### config.mk
export PLATFORM = sky130hd
export DESIGN_NAME = data_memory_ctrl
export DESIGN_NICKNAME = d
export VERILOG_FILES = /design/src/rtl/data_memory_ctrl.sv
export SDC_FILE = /design/constraint.sdc
export NUM_CORES = 2
export LEC_CHECK = 0
export ABC_CLOCK_PERIOD_IN_PS = 5300
export CAP_MARGIN = 10
export CORE_UTILIZATION = 45
export CTS_CLUSTER_DIAMETER = 30
export DETAILED_ROUTE_END_ITERATION = 6
export PLACE_DENSITY = 0.61
export SLEW_MARGIN = 30
export SYNTH_ARGS = -nofsm -noshare
export SYNTH_HDL_FRONTEND = slang
export SYNTH_SLANG_ARGS = --single-unit
export TNS_END_PERCENT = 100
### constraint.sdc
create_clock -name clk -period 5.3 [get_ports clk]
set_clock_uncertainty 0.2 [all_clocks]
set_input_delay 0.53 -clock clk [delete_from_list [all_inputs] [get_ports clk]]
set_output_delay 0.53 -clock clk [all_outputs]
set_load 0.02 [all_outputs]
### src/rtl/data_memory_ctrl.sv
// data_memory_ctrl: single-port synchronous data memory with a valid/ready
// request port, a fixed-latency read response pipeline (1 or 2 cycles) and
// a clear engine that sweeps every word to INIT_VALUE after reset and on
// request. Sits between the CPU load/store stage and the storage array.
module data_memory_ctrl #(
    parameter int DATA_WIDTH   = 8,
    parameter int ADDR_WIDTH   = 8,
    parameter int INIT_VALUE   = 9,
    parameter int READ_LATENCY = 1
) (
    input  logic                  clk,
    input  logic                  rst_n,
    input  logic                  clear_req,
    input  logic                  req_valid,
    output logic                  req_ready,
    input  logic                  req_write,
    input  logic [ADDR_WIDTH-1:0] req_addr,
    input  logic [DATA_WIDTH-1:0] req_wdata,
    output logic                  rsp_valid,
    output logic [DATA_WIDTH-1:0] rsp_rdata,
    output logic                  busy
);

    localparam int                    DEPTH      = 2 ** ADDR_WIDTH;
    localparam logic [DATA_WIDTH-1:0] INIT_WORD  = DATA_WIDTH'(INIT_VALUE);
    // The counter is one bit wider than the address so a full sweep never
    // relies on wrap-around to detect its last word.
    localparam logic [ADDR_WIDTH:0]   LAST_COUNT = (ADDR_WIDTH + 1)'(DEPTH - 1);
    localparam logic [ADDR_WIDTH:0]   COUNT_ONE  = (ADDR_WIDTH + 1)'(1);

    typedef enum logic {
        CLEAR = 1'b0,
        READY = 1'b1
    } state_t;

    state_t                state;
    state_t                state_next;
    logic [ADDR_WIDTH:0]   clr_count;
    logic [ADDR_WIDTH:0]   clr_count_next;

    // Array write port, shared between the clear engine and CPU writes.
    logic                  mem_we;
    logic [ADDR_WIDTH-1:0] mem_waddr;
    logic [DATA_WIDTH-1:0] mem_wdata;
    logic                  rd_accept;

    logic [DATA_WIDTH-1:0] mem [DEPTH];

    // First read stage: array sampled on the accepting edge.
    logic                  s1_valid;
    logic [DATA_WIDTH-1:0] s1_data;

    // State register and clear counter.
    always_ff @(posedge clk or negedge rst_n) begin
        // NOTE: sequential state uses non-blocking assignments so every
        // register samples the pre-edge values of its neighbours.
        if (!rst_n) begin
            state     <= CLEAR;
            clr_count <= '0;
        end else begin
            state     <= state_next;
            clr_count <= clr_count_next;
        end
    end

    // Next-state logic, handshake outputs and array write-port steering.
    always_comb begin
        // NOTE: every output of this block gets a default first, so no path
        // through the case statement can leave one unassigned and infer a latch.
        state_next     = state;
        clr_count_next = clr_count;
        req_ready      = 1'b0;
        busy           = 1'b0;
        mem_we         = 1'b0;
        mem_waddr      = req_addr;
        mem_wdata      = req_wdata;
        rd_accept      = 1'b0;

        case (state)
            CLEAR: begin
                busy      = 1'b1;
                mem_we    = 1'b1;
                mem_waddr = clr_count[ADDR_WIDTH-1:0];
                mem_wdata = INIT_WORD;
                if (clr_count == LAST_COUNT) begin
                    state_next     = READY;
                    clr_count_next = '0;
                end else begin
                    clr_count_next = clr_count + COUNT_ONE;
                end
            end

            READY: begin
                // clear_req wins over any request presented in the same cycle.
                req_ready = !clear_req;
                if (clear_req) begin
                    state_next     = CLEAR;
                    clr_count_next = '0;
                end else if (req_valid) begin
                    if (req_write) begin
                        mem_we = 1'b1;
                    end else begin
                        rd_accept = 1'b1;
                    end
                end
            end

            default: begin
                state_next     = CLEAR;
                clr_count_next = '0;
            end
        endcase
    end

    // Storage array write port.
    always_ff @(posedge clk) begin
        // NOTE: the array has no reset; after reset the clear engine
        // initialises it word by word instead.
        if (mem_we) begin
            mem[mem_waddr] <= mem_wdata;
        end
    end

    // First read stage: capture array data on acceptance, hold it otherwise.
    always_ff @(posedge clk or negedge rst_n) begin
        if (!rst_n) begin
            s1_valid <= 1'b0;
            s1_data  <= '0;
        end else begin
            s1_valid <= rd_accept;
            if (rd_accept) begin
                s1_data <= mem[req_addr];
            end
        end
    end

    generate
        if (READ_LATENCY == 2) begin : g_lat2
            logic                  s2_valid;
            logic [DATA_WIDTH-1:0] s2_data;

            // Second read stage: one extra register, data held between pulses.
            always_ff @(posedge clk or negedge rst_n) begin
                if (!rst_n) begin
                    s2_valid <= 1'b0;
                    s2_data  <= '0;
                end else begin
                    s2_valid <= s1_valid;
                    if (s1_valid) begin
                        s2_data <= s1_data;
                    end
                end
            end

            assign rsp_valid = s2_valid;
            assign rsp_rdata = s2_data;
        end else begin : g_lat1
            assign rsp_valid = s1_valid;
            assign rsp_rdata = s1_data;
        end
    endgenerate

endmodule

==> results by stage <==
Detailed routing:
- The number of design-rule violations left by the first detailed-router iteration is 5,565.
- The total vias in the final route is 43,500.
- For this run, design rule violations remaining after detail routing come to 0.
- Before antenna repair, the detailed router went through 6 iterations.
- After detailed routing, the number of vias per cell comes to 6.07.
- The average routed wire per standard cell is 31.4 µm.
- The final layout contains routed wiring with a total length of 225 mm.
- The detail route stage leaves a number of antenna-violating nets equal to 0.

Setup path:
- The end of the worst register-to-register path is mem[105][0]$_DFFE_PP_.
- The kind of cell adding the most delay to the critical path is simple AND/OR/NAND/NOR gates.
- By startpoint and endpoint, the worst setup path is classified as reg2reg.
- In this run the worst path has a maximum fanout of 16.
- The critical path goes through inv_1 > nand2_1 > o21ai_0 > nand2_1 > nor2_1.
- STA classifies the critical path startpoint as a register.
- The highest-delay cell along the critical path is nor2_1.
- The data arrival time of the worst path is 4.31 ns.
- For this run, the slowest stage of the critical path takes 0.96 ns.
- The register-to-register setup slack is 1.32 ns.
- Among the stages of the critical path, the cell type that occurs most often is nand2_1.
- The element type at the critical path end is a register.
- In this run the critical register-to-register path is launched from state$_DFF_PN0_.
- The combined buffer and inverter count along the critical path is 1.
- The critical path data required time is 5.64 ns.
- Measured in cells, the most critical reg-to-reg path has a length of 5.

Floorplan:
- The core region area is 179,000 µm².
- The initial utilization of the core area, before any placement, comes to 45.5%.
- The die covers 183,000 µm².
- The floorplan die height is 427 µm.
- Measured along the x axis, the die boundary spans 427 µm.
- 32 I/O pins were placed.
- The number of placement rows is 155.

Power and ir drop:
- The combinational share of power is 5.7%.
- Summed over all cells, the static leakage comes to 0.0326 µW.
- Net switching is 22.5% of the power.
- IR analysis of the VDD net gives a maximum drop of 0.000346 V.
- The internal power is 35,900 µW.
- In this run the power spent charging and discharging nets is 10,400 µW.
- The power share of the sequential group is 39.6%.
- The power density of the placed cells is 472 nW/µm².
- The clock network burns 54.7% of the power.

Clock tree:
- The clock network latency to the later pin of the worst-skew pair is 0.98 ns.
- Buffers inserted to repair hold after CTS numbered 3.
- After clock tree synthesis, the setup repair step added 0 buffers.
- The library cell used as clock root buffer is clkbuf_16.
- TritonCTS built the clock tree.
- No sink is reached through more buffers than the 4 on the longest clock path.
- For this design, the sink count on the clock tree is 2,067.
- The H-tree level count is 5.
- The number of gates given a new drive strength after cts is 0.
- The clock-pin slew on the worst setup and hold paths is 0.05 ns.
- The number of clock buffers added by TritonCTS is 413.

Min path:
- The type of the most critical hold path is in2reg.
- The destination of the worst hold path is rsp_valid$_DFF_PN0_.
- The worst hold path begins at req_valid.
- Counting instances, the worst hold path has a depth of 3.

Synth:
- Counting flops with a built-in enable in the synthesized netlist gives 2,048.
- After synthesis the cells add up to 81,400 µm².
- Counting instances in the post-synthesis netlist gives the leading cell types as edfxtp_1, mux2i_1, nor2_1, mux4_2, nand2_1.
- The fraction of synthesized cell area taken by the top area cell type is 75.5%.
- By instance count, the leading cell after synthesis is edfxtp_1.
- After technology mapping, the gate count stands at 4,119.
- Ranked by total cell area, the synthesized netlist is headed by edfxtp_1, mux4_2, mux2i_1.
- The number of nets handed over by synthesis was 4,141.
- For this run, the register share of the synthesized area comes to 76.1%.
- The cell type with the largest total area after synthesis is edfxtp_1.
- The number of distinct library cells after synthesis is 70.
- The mean instance size in the synthesized netlist is 19.8 µm².
- The share of flip-flops with an asynchronous set or reset is 0.919%.
- After synthesis the netlist holds a flip-flop and latch count of 2,067.
- For this run, the number of Yosys warnings is 0.
- The leading register cell type out of synthesis is edfxtp_1.

STA:
- The highest clock rate is 0.252 GHz.
- Setup repair after global routing left no endpoint under its margin.
- The setup-violating endpoint count in the final report is 0.
- Subtracting the final worst setup slack from the clock period gives 3.98 ns.
- Dividing the final minimum period by the clock period gives 75.0%.
- At the pin with the least slew margin, the transition time is 1.17 ns.
- The final count of pins violating max slew came to 0.
- The final setup TNS is 0 ns.
- The worst relative slew slack is 20.1%.
- Across all setup checks in the final design, the least slack found is 1.32 ns.
- The final number of hold-violating endpoints is 0.

Global route:
- The first global-routing pass estimated 321 mm of wire.
- The via count of the first global-routing pass is 43,900.
- The aggregate global-route resource usage is 24.8%.
- The initial antenna violation count is 13.
- Entering global routing, the biggest net connects 173 pins.
- The overflow left after global routing is 0.

Run status:
- The run finished with clean final reports.

Placed design:
- Port buffering added 31 buffers.
- The HPWL reported at the end of detailed placement is 139 mm.
- The routability-driven placement congestion ratio is 0.930.
- The pre-CTS worst setup slack is 0.624 ns.

Cells and area:
- The share of layout cells above drive strength 1 is 23.8%.
- The area growth from synthesis to layout is 20.7%.
- The net count of the finished layout is 4,508.

Flow run:
- The tool flagged a number of max-cap violations equal to 0.
## metrics by stage
stage / hold slack, ns / total power, µW / cells / instance area (µm²) / util, %
after floorplan: 0.0344 / 20000 / 4119 / 81400 / -
after global placement: 0.288 / 21200 / 6420 / 84400 / 47.2
after detailed placement: 0.297 / 21200 / 6422 / 84500 / 47.2
after CTS: 0.222 / 46500 / 7164 / 98200 / 54.8
after global routing: 0.268 / 47400 / 7166 / 98200 / 54.9
final: 0.266 / 46400 / 7170 / 98200 / 54.9
## state kept, by name, indices dropped and copies added (netlist names)
signal / count
rsp_valid: 1
rsp_rdata: 8
mem: 2048
state: 1
clr_count: 9
## worst max-delay path by stage
| stage | cells past startpoint | from | slack (ns) | end |
|---|---|---|---|---|
| 4_1_cts | 4 | state$_DFF_PN0_ | 1.49 | mem[112][3]$_DFFE_PP_ |
| 6_report | 5 | state$_DFF_PN0_ | 1.32 | mem[105][0]$_DFFE_PP_ |
| 3_5_place_dp | 5 | req_addr[6] | 0.62 | mem[112][7]$_DFFE_PP_ |
| 5_1_grt | 5 | state$_DFF_PN0_ | 1.35 | mem[105][0]$_DFFE_PP_ |
| 3_3_place_gp | 8 | req_addr[3] | 0.47 | rsp_rdata[1]$_DFFE_PN0P_ |
| 2_1_floorplan | 3 | state$_DFF_PN0_ | 0.18 | mem[0][0]$_DFFE_PP_ |
## metal layers
metal  vias up  wire length, µm  part of all wire, %  track usage (%)
li1      17900                -                    -                -
met1     22700            88400                   39             33.6
met2      2360           106000                   47             38.4
met3       540            21700                  9.6             6.27
met4         8             9220                  4.1             10.1
met5         -               57                0.025                0
## power by group through the flow
stage	combinational, µW	clock, µW	sequential (µW)
global placement	2560	0	18700
global route	2700	26300	18400
floorplan	1380	0	18600
finish	2630	25400	18400
CTS	2580	25500	18400
detailed placement	2570	0	18700
## placed cells by master (no fill, tap or decap), types with 8 or more instances in the layout
cell type        count
edfxtp_1          2048
clkbuf_16          417
mux2i_1            341
nor2_1             296
mux4_2             293
nand2_1            171
o22ai_1            138
buf_4              138
clkinv_2            64
a22oi_1             59
mux4_1              55
bufinv_16           55
clkinv_1            53
nand3_1             50
clkinvlp_4          50
a21oi_1             46
clkbuf_1            46
o21ai_0             45
a211oi_1            45
o221ai_1            37
nor4_1              31
clkdlybuf4s50_1     26
clkinv_4            25
buf_12              25
inv_6               24
nor3_1              23
dfrtp_1             19
a22o_1              10
and3_1               9
a2111oi_0            9
or3_1                8
## kinds of logic (layout without fill, tap and decap cells)
family,count (synthesis),count (layout),synth area share (%)
AND/OR/NAND/NOR,645,645,3.46
flip-flops,2067,2067,76.1
AO/OA/AOI/OAI,455,455,3.95
multiplexers,692,692,14.1
other,0,5,0
adder cells (fa/ha/maj),1,1,0.0154
XOR/XNOR,4,4,0.0430
buffers and inverters,255,946,2.29
## final cells by class
| type | count | area (µm²) |
|---|---|---|
| flip-flops and latches | 2067 | 62000 |
| fillers | 13400 | 80800 |
| well taps | 2355 | 2950 |
| clock inverters | 276 | 3060 |
| repair buffers | 198 | 1930 |
| clock buffers | 463 | 10600 |
| diodes | 5 | 12.5 |
| multi-input cells | 1797 | 17700 |
| inverters | 9 | 36.3 |
## worst reg2reg max path, stage by stage (launching register included)
cell and delay, ns:
dfrtp_1 0.38, inv_1 0.44, nand2_1 0.09, o21ai_0 0.75, nand2_1 0.76, nor2_1 0.97
No activity file was read; power rests on OpenSTA's default activity.
